## src/rtl/mem_port_arbiter_if.sv

```systemverilog
// Bus bundle for mem_port_arbiter: fetch requester, data requester and shared memory port.
// slave is the arbiter's view; master is the surrounding requesters/memory.
interface mem_port_arbiter_if;
    logic        i_read;
    logic [31:0] i_address;
    logic        i_resp;
    logic [31:0] i_rdata;

    logic        d_read;
    logic        d_write;
    logic [3:0]  d_byte_enable;
    logic [31:0] d_address;
    logic [31:0] d_wdata;
    logic        d_resp;
    logic [31:0] d_rdata;

    logic        mem_read;
    logic        mem_write;
    logic [3:0]  mem_byte_enable;
    logic [31:0] mem_address;
    logic [31:0] mem_wdata;
    logic        mem_resp;
    logic [31:0] mem_rdata;

    modport slave (
        input  i_read, i_address,
        output i_resp, i_rdata,
        input  d_read, d_write, d_byte_enable, d_address, d_wdata,
        output d_resp, d_rdata,
        output mem_read, mem_write, mem_byte_enable, mem_address, mem_wdata,
        input  mem_resp, mem_rdata
    );

    modport master (
        output i_read, i_address,
        input  i_resp, i_rdata,
        output d_read, d_write, d_byte_enable, d_address, d_wdata,
        input  d_resp, d_rdata,
        input  mem_read, mem_write, mem_byte_enable, mem_address, mem_wdata,
        output mem_resp, mem_rdata
    );
endinterface

```

## src/rtl/mem_port_arbiter.sv

```systemverilog
// Round-robin arbiter sharing one memory port between instruction fetch and data access.
// The granted command is registered and frozen until the memory completes.
module mem_port_arbiter #(
    parameter logic D_FIRST = 1'b1
) (
    input logic                 clk,
    input logic                 rst,
    mem_port_arbiter_if.slave   bus
);

    typedef enum logic [1:0] {
        IDLE,
        SERVE_I,
        SERVE_D
    } state_e;

    state_e      state_q, state_d;
    logic        last_d_q, last_d_d;
    logic        rd_q, rd_d;
    logic        wr_q, wr_d;
    logic [3:0]  be_q, be_d;
    logic [31:0] addr_q, addr_d;
    logic [31:0] wdata_q, wdata_d;

    logic        d_req;
    logic        i_req;

    always_ff @(posedge clk or posedge rst) begin
        if (rst) begin
            state_q  <= IDLE;
            // Last grant starts as the opposite side so D_FIRST wins the first tie.
            last_d_q <= ~D_FIRST;
            rd_q     <= 1'b0;
            wr_q     <= 1'b0;
            be_q     <= '0;
            addr_q   <= '0;
            wdata_q  <= '0;
        end else begin
            state_q  <= state_d;
            last_d_q <= last_d_d;
            rd_q     <= rd_d;
            wr_q     <= wr_d;
            be_q     <= be_d;
            addr_q   <= addr_d;
            wdata_q  <= wdata_d;
        end
    end

    always_comb begin
        state_d  = state_q;
        last_d_d = last_d_q;
        rd_d     = rd_q;
        wr_d     = wr_q;
        be_d     = be_q;
        addr_d   = addr_q;
        wdata_d  = wdata_q;
        d_req    = bus.d_read | bus.d_write;
        i_req    = bus.i_read;

        case (state_q)
            IDLE: begin
                if (d_req && (!i_req || !last_d_q)) begin
                    state_d  = SERVE_D;
                    last_d_d = 1'b1;
                    // A simultaneous read and write is taken as a write.
                    rd_d     = bus.d_read & ~bus.d_write;
                    wr_d     = bus.d_write;
                    be_d     = bus.d_write ? bus.d_byte_enable : '1;
                    addr_d   = bus.d_address;
                    wdata_d  = bus.d_wdata;
                end else if (i_req) begin
                    state_d  = SERVE_I;
                    last_d_d = 1'b0;
                    rd_d     = 1'b1;
                    wr_d     = 1'b0;
                    be_d     = '1;
                    addr_d   = bus.i_address;
                    wdata_d  = '0;
                end
            end
            SERVE_I, SERVE_D: begin
                if (bus.mem_resp) begin
                    state_d = IDLE;
                    rd_d    = 1'b0;
                    wr_d    = 1'b0;
                end
            end
            default: begin
                state_d = IDLE;
                rd_d    = 1'b0;
                wr_d    = 1'b0;
            end
        endcase
    end

    assign bus.mem_read        = rd_q;
    assign bus.mem_write       = wr_q;
    assign bus.mem_byte_enable = be_q;
    assign bus.mem_address     = addr_q;
    assign bus.mem_wdata       = wdata_q;

    assign bus.i_resp  = (state_q == SERVE_I) & bus.mem_resp;
    assign bus.d_resp  = (state_q == SERVE_D) & bus.mem_resp;
    assign bus.i_rdata = bus.mem_rdata;
    assign bus.d_rdata = bus.mem_rdata;

endmodule

```

## src/flat_wrapper.sv

```systemverilog
// flat-port wrapper written by rule: the top's interface ports become plain ports
module mem_port_arbiter_flat 
#(
    parameter logic D_FIRST = 1'b1
)
  (clk, rst, bus_i_read, bus_i_address, bus_i_resp, bus_i_rdata, bus_d_read, bus_d_write, bus_d_byte_enable, bus_d_address, bus_d_wdata, bus_d_resp, bus_d_rdata, bus_mem_read, bus_mem_write, bus_mem_byte_enable, bus_mem_address, bus_mem_wdata, bus_mem_resp, bus_mem_rdata);
  mem_port_arbiter_if bus_i ();
  input logic clk;
  input logic rst;
  input wire logic [$bits(bus_i.i_read)-1:0] bus_i_read;
  input wire logic [$bits(bus_i.i_address)-1:0] bus_i_address;
  output wire logic [$bits(bus_i.i_resp)-1:0] bus_i_resp;
  output wire logic [$bits(bus_i.i_rdata)-1:0] bus_i_rdata;
  input wire logic [$bits(bus_i.d_read)-1:0] bus_d_read;
  input wire logic [$bits(bus_i.d_write)-1:0] bus_d_write;
  input wire logic [$bits(bus_i.d_byte_enable)-1:0] bus_d_byte_enable;
  input wire logic [$bits(bus_i.d_address)-1:0] bus_d_address;
  input wire logic [$bits(bus_i.d_wdata)-1:0] bus_d_wdata;
  output wire logic [$bits(bus_i.d_resp)-1:0] bus_d_resp;
  output wire logic [$bits(bus_i.d_rdata)-1:0] bus_d_rdata;
  output wire logic [$bits(bus_i.mem_read)-1:0] bus_mem_read;
  output wire logic [$bits(bus_i.mem_write)-1:0] bus_mem_write;
  output wire logic [$bits(bus_i.mem_byte_enable)-1:0] bus_mem_byte_enable;
  output wire logic [$bits(bus_i.mem_address)-1:0] bus_mem_address;
  output wire logic [$bits(bus_i.mem_wdata)-1:0] bus_mem_wdata;
  input wire logic [$bits(bus_i.mem_resp)-1:0] bus_mem_resp;
  input wire logic [$bits(bus_i.mem_rdata)-1:0] bus_mem_rdata;
  assign bus_i.i_read = bus_i_read;
  assign bus_i.i_address = bus_i_address;
  assign bus_i_resp = bus_i.i_resp;
  assign bus_i_rdata = bus_i.i_rdata;
  assign bus_i.d_read = bus_d_read;
  assign bus_i.d_write = bus_d_write;
  assign bus_i.d_byte_enable = bus_d_byte_enable;
  assign bus_i.d_address = bus_d_address;
  assign bus_i.d_wdata = bus_d_wdata;
  assign bus_d_resp = bus_i.d_resp;
  assign bus_d_rdata = bus_i.d_rdata;
  assign bus_mem_read = bus_i.mem_read;
  assign bus_mem_write = bus_i.mem_write;
  assign bus_mem_byte_enable = bus_i.mem_byte_enable;
  assign bus_mem_address = bus_i.mem_address;
  assign bus_mem_wdata = bus_i.mem_wdata;
  assign bus_i.mem_resp = bus_mem_resp;
  assign bus_i.mem_rdata = bus_mem_rdata;
  mem_port_arbiter #(.D_FIRST(D_FIRST)) u_core (.clk(clk), .rst(rst), .bus(bus_i));
endmodule
```

## config.mk

```make
export PLATFORM = sky130hd
export DESIGN_NAME = mem_port_arbiter_flat
export DESIGN_NICKNAME = d
export VERILOG_FILES = /design/src/rtl/mem_port_arbiter_if.sv /design/src/rtl/mem_port_arbiter.sv /design/src/flat_wrapper.sv
export SDC_FILE = /design/constraint.sdc
export NUM_CORES = 1
export LEC_CHECK = 0
export BUFFER_PORTS_ARGS = -buffer_cell sky130_fd_sc_hd__buf_4
export CAP_MARGIN = 20
export CELL_PAD_IN_SITES_DETAIL_PLACEMENT = 0
export CELL_PAD_IN_SITES_GLOBAL_PLACEMENT = 1
export CORE_MARGIN = 2
export CORE_UTILIZATION = 28
export DETAILED_ROUTE_END_ITERATION = 8
export GPL_TIMING_DRIVEN = 0
export PLACE_DENSITY = 0.88
export SLEW_MARGIN = 20
export SYNTH_ARGS = -nofsm -noshare
export SYNTH_HDL_FRONTEND = slang
export SYNTH_SLANG_ARGS = --single-unit
```

## constraint.sdc

```tcl
create_clock -name clk -period 2.4 [get_ports clk]
set_input_delay 0.24 -clock clk [delete_from_list [all_inputs] [get_ports clk]]
set_output_delay 0.24 -clock clk [all_outputs]
set_load 0.005 [all_outputs]
```

# After elaboration in Yosys (flattened, before gate mapping)

Cells that the tools add are included.
W data, S select, Z words.

Input bits: 138
Bits in registers: 73
Logic and storage cells: 44

Mux-type cells: 19
Reduce and logical (&&, ||, !) cells: 9
Equal/unequal tests: 4
Bitwise gates (word level): 5

Operators by type and width:

| kind                 | number |
|---|---|
| $mux W32             | 4 |
| $mux W4              | 3 |
| $mux W1              | 6 |
| $mux W2              | 3 |
| $pmux W1 S2          | 2 |
| $pmux W2 S2          | 1 |
| $reduce_and A2 Y1    | 2 |
| $and A1 B1 Y1        | 3 |
| $ne A3 B2 Y1 const B | 1 |
| $eq A2 B1 Y1 const B | 1 |
| $eq A2 B2 Y1 const B | 1 |
| $logic_not A1 Y1     | 2 |
| $logic_not A2 Y1     | 1 |
| $ne A2 B2 Y1 const B | 1 |
| $reduce_bool A2 Y1   | 1 |
| $reduce_or A2 Y1     | 1 |
| $logic_and A1 B1 Y1  | 1 |
| $logic_or A1 B1 Y1   | 1 |
| $not A1 Y1           | 1 |
| $or A1 B1 Y1         | 1 |

# Depth between registers and ports, before layout

Gate-level depths: netlist of the first run.

Depth after elaboration: 5
Mapped depth: 7
Depth with buffers taken out: 5

# Worst setup path before layout of the first run

No wires, ideal clock.

Kind: reg2reg
From: register u_core.state_q[0]
To: register u_core.wdata_q[0] (netlist: u_core.bus.mem_wdata[0])
Path buffers: 2
Stages on the path, launching flop included: 7
Required time: 2.279 ns
Setup time: 0.121 ns
Data arrival time: 1.290 ns
Path slack: 0.989 ns
Period minus slack after synthesis: 1.411 ns
Path through: dfrtp_1 inv_1 ha_1 o31ai_4 buf_4 buf_2 a22o_1

Word-level cells in the longest chain between the ends: 2

Ends and longest elaborated chain:

| what                               | RTL line               | RTL |
|---|---|---|
| start, declared                    | mem_port_arbiter.sv:17 | `state_e state_q, state_d;` |
| start signal, assigned             | mem_port_arbiter.sv:39 | `state_q <= state_d;` |
| $logic_not A2 Y1                   | mem_port_arbiter.sv:60 | `case (state_q)` |
| $reduce_and A2 Y1 (no source line) | n/a                    |  |
| end signal, assigned               | mem_port_arbiter.sv:45 | `wdata_q <= wdata_d;` |
| end, declared                      | mem_port_arbiter.sv:23 | `logic [31:0] wdata_q, wdata_d;` |

Every way passes these cells.
A chain may end at the register's enable or synchronous reset.

# Worst setup path in the final report of the first run

From: register u_core.state_q[0]
To: register u_core.wdata_q[29] (netlist: u_core.bus.mem_wdata[29])

The elaborated chain is that of the path after synthesis.

==> results of run 1 <==
## where the power goes
group | leakage, nW | internal, W | switching [W]
Sequential | 0.906 | 0.00182 | 0.000340
Combinational | 2.08 | 0.00157 | 0.00129
Clock | 0.133 | 0.000755 | 0.000471
## sequential cells by signal, indices dropped and copies added, names as in the netlist
name and flops:
u_core.bus.mem_byte_enable 4, u_core.state_q 2, u_core.bus.mem_write 1, u_core.bus.mem_wdata 32, u_core.bus.mem_address 32, u_core.bus.mem_read 1, u_core.last_d_q 1
## routing by layer
layer | track usage | vias up | share of wire
met5 | 0 | - | 0
li1 | - | 1543 | -
met2 | 0.250 | 174 | 0.49
met3 | 0.0483 | 9 | 0.12
met4 | 0.0595 | 0 | 0.015
met1 | 0.165 | 1441 | 0.38
## area by class of cell
class / count / area, sq um
fill: 1204 / 6600
timing repair buffer: 243 / 1840
sequential: 73 / 1830
multi-input combinational: 158 / 1100
buffer: 82 / 588
clock buffer: 14 / 264
tap: 172 / 215
inverter: 5 / 21.3
clock inverter: 2 / 12.5
## Yosys cell counts
| library cell | instances |
|---|---|
| nor2_1 | 4 |
| clkbuf_1 | 5 |
| o41ai_2 | 1 |
| o2bb2ai_1 | 1 |
| buf_4 | 66 |
| dfrtp_1 | 73 |
| o21ai_0 | 1 |
| nand2b_1 | 1 |
| o31ai_4 | 1 |
| buf_6 | 3 |
| and2_1 | 2 |
| inv_1 | 5 |
| o21ai_1 | 35 |
| nor2b_1 | 1 |
| a32o_1 | 1 |
| a21o_1 | 1 |
| mux2i_1 | 32 |
| a22o_1 | 35 |
| a21bo_2 | 1 |
| buf_2 | 8 |
| nand2_1 | 37 |
| nor2_2 | 1 |
| ha_1 | 3 |
## per-stage QoR
step | utilization | hold WS (ns) | setup WS, ns | TNS (ns) | cells
6_report | 0.471 | 0.124 | 0.781 | 0 | 749
5_1_grt | 0.471 | 0.121 | 0.653 | 0 | 749
4_1_cts | 0.471 | 0.112 | 0.736 | 0 | 749
3_5_place_dp | 0.448 | 0.270 | 0.720 | 0 | 732
3_3_place_gp | 0.446 | 0.459 | -0.518 | -37.54 | 731
2_1_floorplan | - | 0.373 | 0.307 | 0 | 318
## kinds of logic (layout without fill, tap and decap cells)
kind of cell               count (synthesis)  after routing
adders and majority gates                  3              3
AOI/OAI and AO/OA                         77             77
and+or+nand+nor                           46             46
DFF                                       73             73
muxes                                     32             32
buffers and inverters                     87            346
## final timing paths
path | slack (ns) | end | startpoint
max | 0.78 | u_core.bus.mem_wdata[29] | u_core.state_q[0]
min | 0.12 | u_core.bus.mem_wdata[1] | bus_d_wdata[1]
max reg2reg | 0.78 | u_core.bus.mem_wdata[29] | u_core.state_q[0]
min reg2reg | 0.49 | u_core.bus.mem_address[11] | u_core.bus.mem_address[11]
max in group asynchronous | 1.37 | u_core.bus.mem_address[29] | rst
min in group asynchronous | 0.47 | u_core.bus.mem_address[7] | rst
==> flow_metrics.tcl, run 1 <==
set metrics [dict create \
    clockBufferDepth 2 \
    clock-sinks 73 \
    nNetsFinal 713 \
    synth.distinct_cells 23 \
    synth_xor_area_frac 0 \
    final_common_cell "buf_4" \
    min_period_over_period 0.675 \
    drcViolationCount 0 \
    first_global_vias 3139 \
    power_leakage_nw 3.12 \
    final_cell_mix "buf_4, dfrtp_1, nand2_1" \
    initial_core_util 0.284 \
    yosysSeqAreaShare 0.516 \
    via_per_inst 4.23 \
    synth_warnings 0 \
    drtIter0Drc 82 \
    synthAdderAreaFrac 0.0106 \
    cp_slowest_cell "dfrtp_1" \
    hold_class "input pin to flop" \
    fmax_ghz 0.618 \
    finalSetupViolCount 0 \
    fin_total_pwr_w 0.00625 \
    area_growth_syn_to_layout_pct 66.0 \
    drt_wl_total_microns 10300 \
    vias 3167 \
    peakVddDrop_v 0.000575 \
    syn_nets 459 \
    path_class "flop to flop" \
    port_buffers 241 \
    slew_headroom 0.692 \
    rsz0062_at_grt "no" \
    synth-seq-cells 73 \
    synth_top_area_share 0.516 \
    synthSimpleGateAreaFrac 0.0524 \
    stdcell_area_sq_mm 0.00587 \
    cts_tree "yes" \
    hpwl_microns 8520 \
    min_path_cells 2 \
    grt_start_max_net_pins 44 \
    critical-path-top-delay-family "buffers and inverters" \
    maxCapViolCount 0 \
    fin_skew_ns 0.00616 \
    drt-pass1-iter-count 4 \
    critPathMaxStageDelay_ns 0.40 \
    antenna_cells 0 \
    drive_gt1_frac 0.584 \
    crit_path_start_kind "flop" \
    required_ns 2.61 \
    antenna_found_initial 0 \
    clock_latency_ns 0.33 \
    status "finished clean" \
    yosys.area.top_type "dfrtp_1" \
    cp-end-kind "flop" \
    final_max_slew_viol_count 0 \
    postRouteAntennaNets 0 \
    synth_top_family_by_area "buffers and inverters" \
    worst_ep_arrival_time_ns 1.83 \
    reg2regPathDepth 6 \
    cts.clk_slew.worst_paths_ns 0.06 \
    dieArea_sq_mm 0.0135 \
    cts_hold_buf 1 \
    critPathBufInv 3 \
    synth_compound_area_frac 0.158 \
    grt_use_total 0.145 \
    powerDensity_mw_per_mm2 1060 \
    grt_overflow 0 \
    syn_avg_cell_area_sq_um 11.1 \
    fin_crit_ns 1.62 \
    worst_pin_slew_ns 0.458 \
    crit_chain "inv_1, ha_1, o31ai_4, buf_4, buf_2, a22o_1" \
    ios 274 \
    wl_per_cell_microns 13.8 \
    synth_area_leaders "dfrtp_1, buf_4, mux2i_1, a22o_1, o21ai_1" \
    post_dp_cell_area_sq_mm 0.00558 \
    die_h_microns 116 \
    core_sq_mm 0.0125 \
    synth_mux_area_frac 0.0906 \
    synth_cells 318 \
    cts_setup_buffers 0 \
    die-width_microns 116 \
    cts_root_buffer "clkbuf_16" \
    cp.depth 6 \
    htree_levels 3 \
    grt_pass1_wl_microns 15000 \
    globalplace.congestion 0.764 \
    syn_area_sq_mm 0.00354 \
    finalHoldViolations 0 \
    postCtsResizedCells 0 \
    cts_buffers 9 \
    cp_max_fo 10 \
    row_count 41 \
]
Note: power is estimated with default switching activity, not from simulation.
==> run 2, diff against run 1 <==
- CORE_UTILIZATION: 28 -> 25
- PLACE_DENSITY: 0.88 -> 0.84
- clock period: 2.4 -> 1.4 ns (I/O delays scaled with it)
==> run 2 against run 1 <==
  * The run now ends with negative setup slack left
  * Combinational power increased by 97%
  * Non-clock buffer count increased by 12
  * Critical endpoint is now u_core.bus.mem_wdata[28]
  * Clock skew about the same
==> flow_metrics.tcl, run 2 (synthesis results as in run 1) <==
set metrics [dict create \
    port_buffers 241 \
    grt_use_total 0.138 \
    cts_buffers 9 \
    nNetsFinal 725 \
    status "finished, violations left" \
    drtIter0Drc 61 \
    globalplace.congestion 0.713 \
    grt_overflow 0 \
    die-width_microns 123 \
    final_cells 769 \
    required_ns 1.61 \
    first_global_vias 3307 \
    drt-pass1-iter-count 4 \
    cts_root_buffer "clkbuf_16" \
    drive_gt1_frac 0.613 \
    hold_class "input pin to flop" \
    initial_core_util 0.256 \
    postRouteAntennaNets 0 \
    antenna_found_initial 0 \
    clockBufferDepth 2 \
    htree_levels 3 \
    final_common_cell "buf_4" \
    min_period_over_period 1.03 \
    grt_start_max_net_pins 35 \
    place_ws_ns -0.242 \
    tns_ns -0.251 \
    final_cell_mix "buf_4, dfrtp_1, nand2_1" \
    wl_per_cell_microns 14.3 \
    fmax_ghz 0.695 \
    maxCapViolCount 0 \
    peakVddDrop_v 0.00104 \
    core_sq_mm 0.0138 \
    dpl.cell_count 741 \
    via_per_inst 4.22 \
    fin_crit_ns 1.44 \
    rsz0062_at_grt "yes" \
    crit_path_start_kind "flop" \
    area_growth_syn_to_layout_pct 73.0 \
    fin_skew_ns 0.00655 \
    clock_latency_ns 0.33 \
    drt_wl_total_microns 11000 \
    fin_ws_ns -0.0379 \
    dieArea_sq_mm 0.0151 \
    cts.clk_slew.worst_paths_ns 0.06 \
    fillCellCount 1340 \
    worst_ep_arrival_time_ns 1.65 \
    drcViolationCount 0 \
    powerDensity_mw_per_mm2 1890 \
    die_h_microns 123 \
    final_max_slew_viol_count 0 \
    hpwl_microns 8700 \
    path_class "flop to flop" \
    cts_tree "yes" \
    antenna_cells 0 \
    row_count 43 \
    worst_pin_slew_ns 0.440 \
    violations "negative setup slack" \
    seq_area_sq_mm 0.00183 \
    cp-end-kind "flop" \
    fin_total_pwr_w 0.0116 \
    slew_headroom 0.706 \
    finalHoldViolations 0 \
    clock-sinks 73 \
    cp_max_fo 10 \
    power_leakage_nw 3.23 \
    ios 274 \
    multi_input_area_sq_mm 0.00116 \
    grt_pass1_wl_microns 16000 \
    finalSetupViolCount 9 \
    vias 3242 \
]
-- run 2: cell types whose count changed in the layout (fill, tap and decap cells not counted), moves of 6 or more --
cell	before	now
buf_4	307	318
buf_6	3	11
buf_2	8	1
clkbuf_1	8	2
-- run 2: per-stage QoR --
stage | utilization | hold slack, ns | instance area, sq um
floorplan | - | 0.273 | 3540
global placement | 0.403 | 0.356 | 5580
detailed placement | 0.406 | 0.138 | 5620
CTS | 0.437 | 0.00441 | 6040
global route | 0.442 | 0.00694 | 6120
finish | 0.442 | 0.0176 | 6120
-- run 2: area by class of cell --
cell class              count  area share
clock inverters             5     0.00920
well taps                 180      0.0368
inverters                   5     0.00368
repair buffers            255       0.319
flip-flops and latches     73       0.299
plain buffers              82       0.106
multi-input cells         158       0.189
clock buffers              11      0.0380
-- run 2: routing by layer --
metal  vias to the layer above  global-route usage  wire [microns]
met5                         -                   0               0
met4                         0              0.0589             180
met3                        13              0.0434            1280
met2                       170               0.239            5450
met1                      1494               0.156            4100
li1                       1565                   -               -
-- run 2: what timing repair did --
action                     CTS  global route
hold endpoints to repair    12             0
gates resized for setup     25            16
setup endpoints to repair   74            75
setup buffers                5             4
hold buffers                 1             0
pin swaps                    1             6
cloned                       0             2
-- run 2: path summary, 6_finish.rpt --
kind | start | endpoint | slack (ns) | cells after the start
max in group asynchronous | rst | u_core.bus.mem_wdata[0] | 0.59 | 4
hold / removal | bus_d_wdata[11] | u_core.bus.mem_wdata[11] | 0.02 | 2
hold reg to reg | u_core.bus.mem_byte_enable[1] | u_core.bus.mem_byte_enable[1] | 0.48 | 2
setup / recovery | u_core.state_q[1] | u_core.bus.mem_wdata[28] | -0.04 | 6
setup reg to reg | u_core.state_q[1] | u_core.bus.mem_wdata[28] | -0.04 | 6
min in group asynchronous | rst | u_core.bus.mem_wdata[17] | 0.33 | 3
-- run 2: critical path, stage by stage, from the launching register on --
cell     delay [ns]
dfrtp_1        0.41
inv_2          0.10
ha_4           0.15
o31ai_4        0.12
buf_6          0.17
buf_8          0.14
a22o_1         0.23
-- run 2: where the power goes --
group          switching [W]  internal (W)
Clock               0.000869       0.00138
Combinational        0.00244       0.00320
Sequential          0.000575       0.00312
==> run 3, diff against run 2 <==
- CORE_UTILIZATION: 25 -> 30
- PLACE_DENSITY: 0.84 -> 0.93
- clock period: 1.4 -> 1.7 ns (I/O delays scaled with it)
==> run 3 against run 2 <==
  * The flow now finishes without violations
  * Wire length fell by 5.0%
  * Core utilization grew 7.8 points
  * Count of clock-buffer cells in the layout shrank 1
  * Total power fell by 19%
  * Sequential share of layout area up 0.76 points
  * Fmax is 8.2% lower
  * First-iteration DRC count up 49%
  * Cell count shrank 6.2%
  * Critical path type unchanged
  * Largest power group unchanged
  * Highest routed layer unchanged
==> flow_metrics.tcl, run 3 (synthesis results as in run 1) <==
set metrics [dict create \
    drtIter0Drc 91 \
    maxCapViolCount 0 \
    r2r-start "u_core.state_q[0]" \
    cts_setup_buffers 0 \
    required_ns 1.90 \
    cts_tree "yes" \
    peakVddDrop_v 0.000851 \
    worst_pin_slew_ns 0.478 \
    hpwl_microns 8470 \
    rsz0062_at_grt "no" \
    antenna_cells 0 \
    cp_slowest_cell "dfrtp_1" \
    status "finished clean" \
    grt_use_total 0.160 \
    min_path_cells 2 \
    postRouteAntennaNets 0 \
    critPathBufInv 3 \
    critPathMaxStageDelay_ns 0.40 \
    dieArea_sq_mm 0.0127 \
    seq_area_sq_mm 0.00183 \
    via_per_inst 4.45 \
    ff2ff_setup_slack_ns 0.13 \
    core_sq_mm 0.0115 \
    final_cells 721 \
    final_max_slew_viol_count 0 \
    antenna_found_initial 0 \
    final_cell_mix "buf_4, dfrtp_1, nand2_1" \
    slew_headroom 0.681 \
    min_period_over_period 0.922 \
    htree_levels 3 \
    multi_input_area_sq_mm 0.00113 \
    critical-path-top-delay-family "buffers and inverters" \
    final_common_cell "buf_4" \
    fillCellCount 1046 \
    first_global_vias 3325 \
    tns_ns 0 \
    port_buffers 241 \
    grt_pass1_wl_microns 16300 \
    crit_path_start_kind "flop" \
    r2r-end "u_core.bus.mem_wdata[30]" \
    vias 3210 \
    clock-sinks 73 \
    area_growth_syn_to_layout_pct 68.7 \
    drt_wl_total_microns 10500 \
    initial_core_util 0.308 \
    finalSetupViolCount 0 \
    drive_gt1_frac 0.592 \
    path_class "flop to flop" \
    finalHoldViolations 0 \
    hold_class "input pin to flop" \
    die_h_microns 113 \
    wl_per_cell_microns 14.5 \
    fmax_ghz 0.638 \
    crit_chain "inv_1, ha_4, o31ai_4, buf_6, buf_2, a22o_1" \
    power_leakage_nw 3.17 \
    dpl.cell_count 704 \
    ios 274 \
    globalplace.congestion 0.794 \
    grt_overflow 0 \
    cts.clk_slew.worst_paths_ns 0.07 \
    fin_skew_ns 0.0109 \
    fin_crit_ns 1.57 \
    cts_buffers 9 \
    cp_max_fo 10 \
    grt_start_max_net_pins 31 \
    powerDensity_mw_per_mm2 1570 \
    clock_latency_ns 0.33 \
    drt-pass1-iter-count 4 \
    nNetsFinal 714 \
    row_count 39 \
    cts_root_buffer "clkbuf_16" \
    drcViolationCount 0 \
    cp-end-kind "flop" \
    hp-start "bus_d_wdata[15]" \
    clockBufferDepth 2 \
    reg2regPathDepth 6 \
    min_to "u_core.bus.mem_wdata[15]" \
    die-width_microns 113 \
    worst_ep_arrival_time_ns 1.77 \
]
run 3: layout make-up:
class                           instances  area share
Clock buffer                           10      0.0401
Clock inverter                          6      0.0193
Tap cell                              143      0.0300
Sequential cell                        73       0.306
Buffer                                 82       0.100
Inverter                                5     0.00378
Timing Repair Buffer                  244       0.312
Multi-Input combinational cell        158       0.189
run 3: timing repair:
| action | in CTS | in global routing |
|---|---|---|
| endpoints found under the setup margin | 0 | 50 |
| resized for setup | 0 | 6 |
| endpoints found under the hold margin | 18 | 0 |
| hold buffers | 1 | 0 |
run 3: metal layers:
metal / part of all wire / GRT usage / up-vias
li1: - / - / 1539
met1: 0.38 / 0.183 / 1488
met2: 0.51 / 0.288 / 174
met3: 0.10 / 0.0508 / 9
met4: 0.0089 / 0.0423 / 0
met5: 0 / 0 / -
run 3: worst max-delay path by stage:
stage,from,endpoint,slack [ns],depth (start not counted)
5_1_grt,u_core.state_q[1],u_core.bus.mem_wdata[12],0.04,6
3_5_place_dp,u_core.state_q[0],u_core.bus.mem_wdata[30],0.02,6
3_3_place_gp,u_core.state_q[0],u_core.bus.mem_wdata[27],0.08,6
6_report,u_core.state_q[0],u_core.bus.mem_wdata[30],0.13,6
4_1_cts,u_core.state_q[0],u_core.bus.mem_wdata[30],0.0002,6
2_1_floorplan,u_core.state_q[0],u_core.bus.mem_wdata[0],0.29,6
run 3: metrics by stage:
step                total power (W)  cell area, sq um  setup slack, ns  hold WS [ns]  utilization
floorplan                   0.00504              3540            0.289         0.303            -
global placement            0.00705              5530           0.0819         0.386        0.482
detailed placement          0.00721              5570           0.0198         0.219        0.486
CTS                         0.00948              5930         0.000156        0.0441        0.517
global route                 0.0101              5970           0.0388        0.0519        0.520
finish                      0.00938              5970            0.133        0.0531        0.520
run 3: power breakdown:
group	internal (W)	switching (W)
clock network	0.00148	0.000735
registers	0.00257	0.000464
logic	0.00227	0.00187
total	0.00632	0.00307
